<file path="config.mk">
export PLATFORM = sky130hd
export DESIGN_NAME = regfile_read_sequencer_flat
export DESIGN_NICKNAME = d
export VERILOG_FILES = /design/src/rtl/regfile_read_sequencer_if.sv /design/src/rtl/regfile_read_sequencer.sv /design/src/flat_wrapper.sv
export SDC_FILE = /design/constraint.sdc
export NUM_CORES = 1
export LEC_CHECK = 0
export ABC_CLOCK_PERIOD_IN_PS = 4000
export CAP_MARGIN = 20
export CORE_MARGIN = 2
export CORE_UTILIZATION = 35
export DETAILED_ROUTE_END_ITERATION = 8
export PLACE_DENSITY = 0.85
export SLEW_MARGIN = 10
export SYNTH_ARGS = -nofsm -noshare
export SYNTH_HDL_FRONTEND = slang
export SYNTH_SLANG_ARGS = --single-unit
</file>
<file path="constraint.sdc">
create_clock -name clk -period 4 [get_ports clk]
set_clock_uncertainty 0.1 [all_clocks]
set_input_delay 0.8 -clock clk [delete_from_list [all_inputs] [get_ports clk]]
set_output_delay 0.8 -clock clk [all_outputs]
set_load 0.05 [all_outputs]
</file>
<file path="src/rtl/regfile_read_sequencer_if.sv">
// regfile_read_sequencer_if: request/response, bitline and write-snoop bundle between ID stage, register bank and read sequencer
interface regfile_read_sequencer_if #(
  parameter int WIDTH    = 16,
  parameter int NUM_REGS = 16,
  parameter int ADDR_W   = 4
);
  logic                req_valid;
  logic                req_ready;
  logic [ADDR_W-1:0]   raddr1;
  logic [ADDR_W-1:0]   raddr2;
  logic [NUM_REGS-1:0] ReadEnable1;
  logic [NUM_REGS-1:0] ReadEnable2;
  logic [WIDTH-1:0]    Bitline1;
  logic [WIDTH-1:0]    Bitline2;
  logic                wr_en;
  logic [ADDR_W-1:0]   wr_addr;
  logic [WIDTH-1:0]    wr_data;
  logic                rsp_valid;
  logic                rsp_ready;
  logic [WIDTH-1:0]    rdata1;
  logic [WIDTH-1:0]    rdata2;
  modport master (
    output req_valid, raddr1, raddr2, Bitline1, Bitline2, wr_en, wr_addr, wr_data, rsp_ready,
    input  req_ready, ReadEnable1, ReadEnable2, rsp_valid, rdata1, rdata2
  );
  modport slave (
    input  req_valid, raddr1, raddr2, Bitline1, Bitline2, wr_en, wr_addr, wr_data, rsp_ready,
    output req_ready, ReadEnable1, ReadEnable2, rsp_valid, rdata1, rdata2
  );
endinterface

</file>
<file path="src/rtl/regfile_read_sequencer.sv">
// regfile_read_sequencer: two-port bitline read controller (enable, settle, capture, respond); REGFILE_READ_BYPASS_EN adds write-to-read bypass on the capture edge
module regfile_read_sequencer #(
  parameter int WIDTH    = 16,
  parameter int NUM_REGS = 16,
  parameter int ADDR_W   = 4
) (
  input logic clk,
  input logic rst,
  regfile_read_sequencer_if.slave bus
);
  localparam logic [1:0] IDLE    = 2'd0;
  localparam logic [1:0] ENABLE  = 2'd1;
  localparam logic [1:0] CAPTURE = 2'd2;
  localparam logic [1:0] RESP    = 2'd3;
  logic [1:0]        state, state_nx;
  logic [ADDR_W-1:0] a1, a2;
  logic              v1, v2, en_on;
  logic [WIDTH-1:0]  c1, c2;
  assign v1 = (a1 != '0) && (int'(a1) < NUM_REGS);
  assign v2 = (a2 != '0) && (int'(a2) < NUM_REGS);
  assign en_on = (state == ENABLE) || (state == CAPTURE);
  assign bus.req_ready = state == IDLE;
  assign bus.rsp_valid = state == RESP;
  assign bus.ReadEnable1 = (en_on && v1) ? NUM_REGS'(1) << a1 : '0;
  assign bus.ReadEnable2 = (en_on && v2) ? NUM_REGS'(1) << a2 : '0;
`ifdef REGFILE_READ_BYPASS_EN
  assign c1 = (bus.wr_en && bus.wr_addr == a1) ? bus.wr_data : bus.Bitline1;
  assign c2 = (bus.wr_en && bus.wr_addr == a2) ? bus.wr_data : bus.Bitline2;
`else
  assign c1 = bus.Bitline1;
  assign c2 = bus.Bitline2;
`endif
  // next state: one settle cycle, one capture cycle, then hold the response until taken
  always_comb begin
    state_nx = state == IDLE    ? (bus.req_valid ? ENABLE : IDLE) :
               state == ENABLE  ? CAPTURE :
               state == CAPTURE ? RESP :
               (bus.rsp_ready ? IDLE : RESP);
  end
  // state, latched addresses and captured read data
  always_ff @(posedge clk) begin
    if (rst) begin
      state      <= IDLE;
      a1         <= '0;
      a2         <= '0;
      bus.rdata1 <= '0;
      bus.rdata2 <= '0;
    end else begin
      state <= state_nx;
      if (state == IDLE && bus.req_valid) begin
        a1 <= bus.raddr1;
        a2 <= bus.raddr2;
      end
      if (state == CAPTURE) begin
        bus.rdata1 <= v1 ? c1 : '0;
        bus.rdata2 <= v2 ? c2 : '0;
      end
    end
  end
endmodule

</file>
<file path="src/flat_wrapper.sv">
// flat-port wrapper written by rule: the top's interface ports become plain ports
module regfile_read_sequencer_flat 
#(
  parameter int WIDTH    = 16,
  parameter int NUM_REGS = 16,
  parameter int ADDR_W   = 4
)
  (clk, rst, bus_req_valid, bus_raddr1, bus_raddr2, bus_Bitline1, bus_Bitline2, bus_wr_en, bus_wr_addr, bus_wr_data, bus_rsp_ready, bus_req_ready, bus_ReadEnable1, bus_ReadEnable2, bus_rsp_valid, bus_rdata1, bus_rdata2);
  regfile_read_sequencer_if #(.WIDTH(WIDTH), .NUM_REGS(NUM_REGS), .ADDR_W(ADDR_W)) bus_i ();
  input logic clk;
  input logic rst;
  input wire logic [$bits(bus_i.req_valid)-1:0] bus_req_valid;
  input wire logic [$bits(bus_i.raddr1)-1:0] bus_raddr1;
  input wire logic [$bits(bus_i.raddr2)-1:0] bus_raddr2;
  input wire logic [$bits(bus_i.Bitline1)-1:0] bus_Bitline1;
  input wire logic [$bits(bus_i.Bitline2)-1:0] bus_Bitline2;
  input wire logic [$bits(bus_i.wr_en)-1:0] bus_wr_en;
  input wire logic [$bits(bus_i.wr_addr)-1:0] bus_wr_addr;
  input wire logic [$bits(bus_i.wr_data)-1:0] bus_wr_data;
  input wire logic [$bits(bus_i.rsp_ready)-1:0] bus_rsp_ready;
  output wire logic [$bits(bus_i.req_ready)-1:0] bus_req_ready;
  output wire logic [$bits(bus_i.ReadEnable1)-1:0] bus_ReadEnable1;
  output wire logic [$bits(bus_i.ReadEnable2)-1:0] bus_ReadEnable2;
  output wire logic [$bits(bus_i.rsp_valid)-1:0] bus_rsp_valid;
  output wire logic [$bits(bus_i.rdata1)-1:0] bus_rdata1;
  output wire logic [$bits(bus_i.rdata2)-1:0] bus_rdata2;
  assign bus_i.req_valid = bus_req_valid;
  assign bus_i.raddr1 = bus_raddr1;
  assign bus_i.raddr2 = bus_raddr2;
  assign bus_i.Bitline1 = bus_Bitline1;
  assign bus_i.Bitline2 = bus_Bitline2;
  assign bus_i.wr_en = bus_wr_en;
  assign bus_i.wr_addr = bus_wr_addr;
  assign bus_i.wr_data = bus_wr_data;
  assign bus_i.rsp_ready = bus_rsp_ready;
  assign bus_req_ready = bus_i.req_ready;
  assign bus_ReadEnable1 = bus_i.ReadEnable1;
  assign bus_ReadEnable2 = bus_i.ReadEnable2;
  assign bus_rsp_valid = bus_i.rsp_valid;
  assign bus_rdata1 = bus_i.rdata1;
  assign bus_rdata2 = bus_i.rdata2;
  regfile_read_sequencer #(.WIDTH(WIDTH), .NUM_REGS(NUM_REGS), .ADDR_W(ADDR_W)) u_core (.clk(clk), .rst(rst), .bus(bus_i));
endmodule
</file>
### Yosys cells after proc, flatten, opt, wreduce, memory -nomap -nowiden

Index checks and enable logic that the tools add are counted.
Widths: inputs -> output; s select.

| operators by class | value |
|---|---|
| eq/ne operators | 3 |
| shift-type cells | 2 |
| multiplexer cells | 9 |
| reductions and logical operators | 7 |

Operator list:

| kind | number |
|---|---|
| $mux 16 | 4 |
| $shl 1x4->16 const A | 2 |
| $mux 2 | 4 |
| $reduce_bool 4->1 | 2 |
| $eq 2x2->1 const B | 2 |
| $logic_and 1x1->1 | 3 |
| $eq 2x1->1 const B | 1 |
| $logic_not 2->1 | 1 |
| $logic_or 1x1->1 | 1 |
| $mux 1 | 1 |

| storage, ports and cells | value |
|---|---|
| bits in registers | 42 |
| input bits | 65 |
| output and inout port bits | 66 |
| logic and storage cells | 26 |

### Logic depth before layout (Yosys ltp)

Gate-level depths: netlist of run 1.

| depth | value |
|---|---|
| word-level depth | 4 |
| gate-level depth with buffers | 6 |
| depth with buffers taken out | 5 |

### Worst setup path before layout of run 1

OpenSTA, ideal clock, no wires.

| timing | value |
|---|---|
| path kind | reg2out |
| from | reg u_core.state[0] |
| to | out bus_ReadEnable1[12] |
| arrival time | 1970 ps |
| required time | 3100 ps |
| slack | 1130 ps |
| stages on the path, launching flop included | 5 |
| path buffers | 0 |
| cell sequence | dfxtp_1 inv_1 ha_1 nand3_1 nor3_1 |

| between the ends | value |
|---|---|
| cells in the longest elaborated chain, start to end | 4 |
| elaborated cells on any way between the ends | 5 |
| those cells by class | 2 x eq/ne; 1 x mux; 2 x reduce/logical |

Ends and longest elaborated chain:

| element | line | text |
|---|---|---|
| from (decl) | regfile_read_sequencer.sv:15 | `logic [1:0] state, state_nx;` |
| from (signal assigned) | regfile_read_sequencer.sv:49 | `state <= state_nx;` |
| $eq 2x1->1 or $eq 2x2->1 (tied branches) | regfile_read_sequencer.sv:21 | `assign en_on = (state == ENABLE) \|\| (state == CAPTURE);` |
| $logic_or 1x1->1 (*) | regfile_read_sequencer.sv:21 |  |
| $logic_and 1x1->1 (*) | regfile_read_sequencer.sv:24 | `assign bus.ReadEnable1 = (en_on && v1) ? NUM_REGS'(1) << a1 : '0;` |
| $mux 16 (*) | regfile_read_sequencer.sv:24 |  |
| to (decl) | flat_wrapper.sv:22 | `output wire logic [$bits(bus_i.ReadEnable1)-1:0] bus_ReadEnable1;` |

Every way passes the cells marked *; elsewhere a longest branch is shown, timed or not.

### Final worst setup path of run 1

| timing | value |
|---|---|
| from | reg u_core.state[0] |
| to | out bus_ReadEnable2[9] |

| between the ends | value |
|---|---|
| cells in the longest elaborated chain, start to end | 4 |
| elaborated cells on any way between the ends | 5 |
| those cells by class | 2 x eq/ne; 1 x mux; 2 x reduce/logical |

Ends and longest elaborated chain:

| element | line | text |
|---|---|---|
| $eq 2x1->1 or $eq 2x2->1 (tied branches) | regfile_read_sequencer.sv:21 |  |
| $logic_or 1x1->1 (*) | regfile_read_sequencer.sv:21 |  |
| $logic_and 1x1->1 (*) | regfile_read_sequencer.sv:25 | `assign bus.ReadEnable2 = (en_on && v2) ? NUM_REGS'(1) << a2 : '0;` |
| $mux 16 (*) | regfile_read_sequencer.sv:25 |  |
| to (decl) | flat_wrapper.sv:23 | `output wire logic [$bits(bus_i.ReadEnable2)-1:0] bus_ReadEnable2;` |

Marks and branches as above.

==> impl_results.md, run 1 <==
* Status: completed
* Buffers and inverters on the worst path at 2
* Synth area leaders: dfxtp_1, a22o_1, nor2_1
* Class of the most critical setup path: reg2out
* Post-CTS repair timing setup buffer count at 0
* Switching component of the power at about 0.00026 W
* Met3 Wirelength at 527 um
* Worst EP arrival at 2610 ps
* Total congestion overflow at 0
* Area growth from synthesis to layout at 72.9%
* Type of the most critical hold path: reg2reg
* RD Place Congestion at 0.777
* Flip-flop cell with the highest count after synthesis: dfxtp_1
* Number of violations reported at the end of detailed-routing iteration 0 at 91
* Mux share of post-synthesis cell area at 0%
* Maximum clock insertion buffer count at 2
* Cells along the critical path: inv_1, ha_1, or3b_2, nor2_1, clkdlybuf4s50_1
* CTS tree: yes
* Resized Gates After CTS at 0
* Endpoint type of the worst setup path: output pin
* CORE AREA at 4440 sq um
* DIE WIDTH at 72.7 um
* Post-synthesis async set-or-reset flop share at 0%
* Pwr per Cell Area at 340 nW/um^2
* Number of distinct library cells after synthesis at 23
* Uppermost routed layer: met4
* Switching Fraction at a little over a quarter
* Peak per-stage delay on the critical path at 820 ps
* Number of placed cells counting well taps at 323
* Synthesis warning total at 0
* Internal power at roughly 0.00071 W
* Top library cells by usage in the layout, fill and taps aside: clkdlybuf4s50_1, dfxtp_1, a22o_1
* Met2 wire length at between 2000 and 2500 um
* Placed wire-length estimate at 3440 um
* Drt pass-1 iters at 4
* Htree depth at 2
* Post-route non-filler standard cell count at 331
* Worst-case vdd ir drop at approximately 0.38 mV
* Leading cell type in the layout, fill and taps excluded: clkdlybuf4s50_1
* Core Rows at 24
* Post-synthesis cell count at 172
* Wire per inst at 13.7 um
* Clk network pwr share at around a third
* Hold-fix buffers, CTS at 0
* DRC violations left at 0
* Path depth of the worst reg2reg path at 5
* Relative contribution of combinational cells to total power at between 10% and 20%
* Buffers on Ports at 107
* CTS clk-pin slew, worst paths at 80 ps
* Cell area after synthesis at 1650 sq um
* Final-stage net count at 347
* Count of pins on the block boundary at 131
* Complex-gate fraction of the synthesized area at between 20% and 30%
* Register-to-register setup slack at 2280 ps
* Synthesized area per cell at 9.59 sq um
* Sequential element share of the synthesized area at roughly 51%
* Maximum capacitance violations at 0
* Pin count of the biggest net entering global routing at 25
* Share of the cycle needed by the critical path after routing at approximately 88%
* Initial standard-cell utilization of the core at between 30% and 40%
* Tightest Pin Transition at 661 ps
* Met1 wire length at 1840 um
* Total Negative Setup Slacks at 0 ps
* Share of Yosys cell area claimed by the top area cell type at 50.9%
* Largest area contributor in the synthesized netlist: dfxtp_1
* Final ANT Viol Nets at 0
* Final Hold Vio Count at 0
* RSZ-0062 raised after global routing: no
* Antenna Cells at 0
* Post-synthesis share of cell area spent on xor and xnor gates at 0%
* Post-layout minimum cycle time at 3510 ps
* Power share of the sequential group at 46.5%
* Layout cells sized above 1 at under 10%
* WL final at 4540 um
* Cell chosen for the clock root: clkbuf_8
* First-pass GRT wire length at approximately 7000 um
* Adder-cell share of the synthesized area at approximately 3.0%
* Number of enable flip-flop cells after synthesis at 0
* CP top delay family: buffers and inverters
* Simple-gate share of the synthesized area at 21.8%
* Number of cells on the worst hold path at 1
* Die H at slightly above 70 um
* Lkg Pwr at roughly 1.0 nW
* Total of fill cells in the finished design at 389
* Number of buffers created by CTS at 5
* Total clock sinks at 42
* Overall global routing resource usage at 16.8%
* Vias at 1656
* Slowest stage cell, crit path: clkdlybuf4s50_1
* Seq cells post-synth at 42
* Dominant combinational cell family by area after synthesis: simple AND/OR/NAND/NOR gates
* Setup violations, final at 0
* Fin. max-slew vios at 0
* Setup crit start kind: register
* Critical path data required time at 3100 ps
* Initial antenna violation count at 0
* Depth of the critical timing path with buffers and inverters included at 5
* Critical path peak fanout at 8
* Max Freq at 285 MHz
* Via count of the first global-routing pass at 1524
* Vias per cell at 5.00
* Worst max-slew margin expressed relative to the limit at 55.9%
* Die area at 5280 sq um
* Worst skew pair latency at 290 ps
-- per-layer routing --
metal	global-route usage (%)	vias to the layer above
li1	-	817
met1	20.2	742
met2	27.8	91
met3	6.77	6
met4	4.73	0
met5	0	-
-- cells by family after synthesis --
group,Yosys count
simple gates,70
compound gates,42
flops,42
buf+inv,13
fa+ha+maj,4
other cells,1
-- metrics by stage --
stage | total power (W) | setup slack, ps | hold WS, ps | area [sq um] | utilization [%]
global route | 0.00100 | 359 | 391 | 2850 | 64.2
floorplan | 0.000571 | 1130 | 387 | 1650 | -
CTS | 0.000972 | 480 | 381 | 2850 | 64.2
finish | 0.000970 | 495 | 380 | 2850 | 64.2
detailed placement | 0.000651 | 803 | 359 | 2750 | 61.8
global placement | 0.000648 | 880 | 356 | 2750 | 61.8
-- worst reg2reg max path, delay by kind of cell, from the launching register on --
| kind | cells | cell delay [ps] |
|---|---|---|
| flops | 1 | 340 |
| buf+inv | 1 | 90 |
| simple gates | 2 | 700 |
| compound gates | 1 | 230 |
| fa+ha+maj | 1 | 220 |
-- layout make-up --
| class | count | area [sq um] | area share, % |
|---|---|---|---|
| repair buffers | 108 | 1080 | 37.8 |
| flip-flops and latches | 42 | 841 | 29.5 |
| well taps | 52 | 65.1 | 2.28 |
| clock inverters | 1 | 30.0 | 1.05 |
| inverters | 3 | 11.3 | 0.395 |
| multi-input cells | 118 | 751 | 26.3 |
| clock buffers | 7 | 76.3 | 2.68 |
-- power by group through the flow --
stage          logic [W]  clock network [W]  registers (W)
2_1_floorplan  0.0000871                  0       0.000484
3_3_place_gp    0.000189                  0       0.000459
3_5_place_dp    0.000191                  0       0.000460
4_1_cts         0.000192           0.000330       0.000450
5_1_grt         0.000204           0.000347       0.000453
6_report        0.000190           0.000329       0.000450
-- sequential cells by signal (all words and copies together) (netlist names) --
name / cells
u_core.a2: 4
u_core.bus.rdata2: 16
u_core.state: 2
u_core.bus.rdata1: 16
u_core.a1: 4
-- synth_stat cells (3+ instances only) --
master    count
dfxtp_1      42
inv_1         3
ha_1          4
nand2b_1      4
nand2_1      11
clkbuf_1      6
nor3_1        8
a21oi_1       9
nand3_1      10
nand3b_1      4
a22o_1       32
nor2_1       26
-- path summary, 6_finish.rpt --
check	endpoint	from
max	bus_ReadEnable2[9]	u_core.state[0]$_SDFF_PP0_
min	u_core.bus.rdata1[2]$_SDFFE_PP0N_	u_core.bus.rdata1[2]$_SDFFE_PP0N_
max reg2reg	u_core.bus.rdata2[14]$_SDFFE_PP0N_	u_core.state[0]$_SDFF_PP0_
min reg2reg	u_core.bus.rdata1[2]$_SDFFE_PP0N_	u_core.bus.rdata1[2]$_SDFFE_PP0N_
Power figures use the tool's default switching activity.
==> run 2, diff against run 1 <==
--- a/config.mk
+++ b/config.mk
@@ -7,11 +7,13 @@
 export LEC_CHECK = 0
 export ABC_CLOCK_PERIOD_IN_PS = 4000
 export CAP_MARGIN = 20
+export CORE_ASPECT_RATIO = 1.2
 export CORE_MARGIN = 2
 export CORE_UTILIZATION = 35
+export CTS_BUF_LIST = sky130_fd_sc_hd__clkbuf_8 sky130_fd_sc_hd__clkbuf_16
 export DETAILED_ROUTE_END_ITERATION = 8
 export PLACE_DENSITY = 0.85
-export SLEW_MARGIN = 10
+export SLEW_MARGIN = 0
 export SYNTH_ARGS = -nofsm -noshare
 export SYNTH_HDL_FRONTEND = slang
 export SYNTH_SLANG_ARGS = --single-unit
==> run 2 against run 1 <==
  * Design area is 0.26% lower
  * First-iteration DRC count is 31% lower
  * Non-clock buffer count unchanged
  * Register-to-register slack worse by 110 ps
  * Combinational power barely moved
  * Die area about the same
  * Via count is 0.42% lower
  * Critical path depth stayed put
  * Total power down 5.8%
  * Utilization fell by 1.8 points
  * Global-route usage increased by 0.36 points
  * Largest cell class unchanged
==> impl_results.md, run 2 (synthesized netlist as in run 1, its figures left out) <==
* Status: completed (unchanged)
* DIE WIDTH at 66.7 um (was 72.7 um)
* First-pass GRT wire length at 7000 um (about the same)
* Hold-fix buffers, CTS at 0 (unchanged)
* Leading cell type in the layout, fill and taps excluded: clkdlybuf4s50_1 (unchanged)
* Post-CTS repair timing setup buffer count at 0 (unchanged)
* Placed wire-length estimate at 3340 um (was 3440 um)
* Via count of the first global-routing pass at 1528 (was 1524)
* Initial antenna violation count at 0 (unchanged)
* Maximum capacitance violations at 0 (unchanged)
* Resized Gates After CTS at 0 (unchanged)
* Core Rows at 27 (was 24)
* Initial standard-cell utilization of the core at 36.2% (was 37.1%)
* Critical path peak fanout at 8 (unchanged)
* Fin. max-slew vios at 0 (unchanged)
* Largest registers in the final layout: u_core.bus.rdata1: 16 flops, u_core.bus.rdata2: 16 flops (unchanged)
* Layout cells sized above 1 at 5.38% (was 5.02%)
* CTS tree: yes (unchanged)
* Critical path data required time at 3100 ps (about the same)
* Final core occ at 62.4% (was 64.2%)
* Number of placed cells counting well taps at 329 (was 323)
* Lkg Pwr at 1.04 nW (about the same)
* Tightest Pin Transition at 670 ps (was 661 ps)
* Post-layout minimum cycle time at 3480 ps (was 3510 ps)
* DRC violations left at 0 (unchanged)
* Antenna Cells at 0 (unchanged)
* Count of pins on the block boundary at 131 (unchanged)
* Total Negative Setup Slacks at 0 ps (unchanged)
* Total of fill cells in the finished design at 403 (was 389)
* RD Place Congestion at 0.718 (was 0.777)
* Worst max-slew margin expressed relative to the limit at 55.3% (was 55.9%)
* Drt pass-1 iters at 4 (unchanged)
* Worst-case vdd ir drop at 0.231 mV (was 0.379 mV)
* Post-route non-filler standard cell count at 337 (was 331)
* Htree depth at 2 (unchanged)
* Share of the cycle needed by the critical path after routing at 86.9% (was 87.6%)
* Max Freq at 288 MHz (was 285 MHz)
* Number of violations reported at the end of detailed-routing iteration 0 at 63 (was 91)
* Pin count of the biggest net entering global routing at 22 (was 25)
* Worst EP arrival at 2580 ps (was 2610 ps)
* Die H at 79.2 um (was 72.7 um)
* Wire per inst at 12.9 um (was 13.7 um)
* Final-stage net count at 347 (unchanged)
* Area growth from synthesis to layout at 72.4% (was 72.9%)
* Cell chosen for the clock root: clkbuf_8 (unchanged)
* Final Hold Vio Count at 0 (unchanged)
* Number of buffers created by CTS at 5 (unchanged)
* Setup violations, final at 0 (unchanged)
* Total congestion overflow at 0 (unchanged)
* Endpoint type of the worst setup path: output pin (unchanged)
* Overall global routing resource usage at 17.2% (was 16.8%)
* Final ANT Viol Nets at 0 (unchanged)
* CTS clk-pin slew, worst paths at 80 ps (about the same)
* Class of the most critical setup path: reg2out (unchanged)
* Pwr per Cell Area at 321 nW/um^2 (was 340 nW/um^2)
* Die area at 5280 sq um (about the same)
* Type of the most critical hold path: reg2reg (unchanged)
* WL final at 4340 um (was 4540 um)
* RSZ-0062 raised after global routing: no (unchanged)
* Vias per cell at 4.89 (was 5.00)
* CORE AREA at 4560 sq um (was 4440 sq um)
* Buffers on Ports at 107 (unchanged)
* Maximum clock insertion buffer count at 2 (unchanged)
* Top library cells by usage in the layout, fill and taps aside: clkdlybuf4s50_1, dfxtp_1, a22o_1 (unchanged)
* Setup crit start kind: register (unchanged)
* Vias at 1649 (was 1656)
* Total clock sinks at 42 (unchanged)
* Worst skew pair latency at 290 ps (about the same)
run 2: cell types whose count changed in the layout (fill, tap and decap cells not counted):
cell       before  now
bufinv_16       1    0
clkbuf_1        2    0
clkbuf_8        5    6
clkinv_2        0    1
inv_1           3    4
run 2: path summary, 6_finish.rpt:
kind	start	to	slack (ps)	depth (start not counted)
worst max-delay path	u_core.state[0]$_SDFF_PP0_	bus_ReadEnable1[1]	520	5
worst max register to register	u_core.state[0]$_SDFF_PP0_	u_core.bus.rdata2[7]$_SDFFE_PP0N_	2170	5
worst min-delay path	u_core.bus.rdata1[4]$_SDFFE_PP0N_	u_core.bus.rdata1[4]$_SDFFE_PP0N_	370	1
worst min register to register	u_core.bus.rdata1[4]$_SDFFE_PP0N_	u_core.bus.rdata1[4]$_SDFFE_PP0N_	370	1
run 2: area by class of cell:
class	instances	area, sq um	area share [%]
clock buffer	6	82.6	2.90
multi-input combinational	118	751	26.4
sequential	42	841	29.6
tap	58	72.6	2.55
timing repair buffer	108	1080	37.9
inverter	3	11.3	0.396
clock inverter	2	8.76	0.308
run 2: worst max-delay path: stages, from the launching register on:
cell,delay [ps]
dfxtp_1,380
inv_1,80
ha_1,410
or3b_2,500
nor2_1,110
clkdlybuf4s50_1,810
run 2: through the flow:
stage | setup slack [ps] | hold WS, ps | power [W] | cell area, sq um
after global routing | 361 | 391 | 0.000956 | 2850
after detailed placement | 829 | 357 | 0.000651 | 2750
after floorplan | 1130 | 387 | 0.000571 | 1650
final | 524 | 375 | 0.000913 | 2850
after global placement | 882 | 356 | 0.000647 | 2750
after CTS | 508 | 380 | 0.000924 | 2850
run 2: per-layer routing:
layer / GRT usage (%) / up-vias / share of wire, %
li1: - / 820 / -
met3: 6.37 / 6 / 10
met5: 0 / - / 0
met4: 5.51 / 0 / 1.3
met1: 19.4 / 741 / 40
met2: 29.5 / 82 / 49
run 2: power breakdown:
| part | leakage [nW] | switching, W | internal (W) |
|---|---|---|---|
| Sequential | 0.340 | 0.0000170 | 0.000433 |
| Clock | 0.0524 | 0.000135 | 0.000137 |
| Combinational | 0.643 | 0.000105 | 0.0000855 |
| Total | 1.04 | 0.000258 | 0.000656 |
==> run 3, diff against run 2 <==
--- a/config.mk
+++ b/config.mk
@@ -13,6 +13,7 @@
 export CTS_BUF_LIST = sky130_fd_sc_hd__clkbuf_8 sky130_fd_sc_hd__clkbuf_16
 export DETAILED_ROUTE_END_ITERATION = 8
 export PLACE_DENSITY = 0.85
+export SKIP_LAST_GASP = 1
 export SLEW_MARGIN = 0
 export SYNTH_ARGS = -nofsm -noshare
 export SYNTH_HDL_FRONTEND = slang
==> results of run 3 <==
No change in the layout: final DEF, timing and power equal those of run 2.
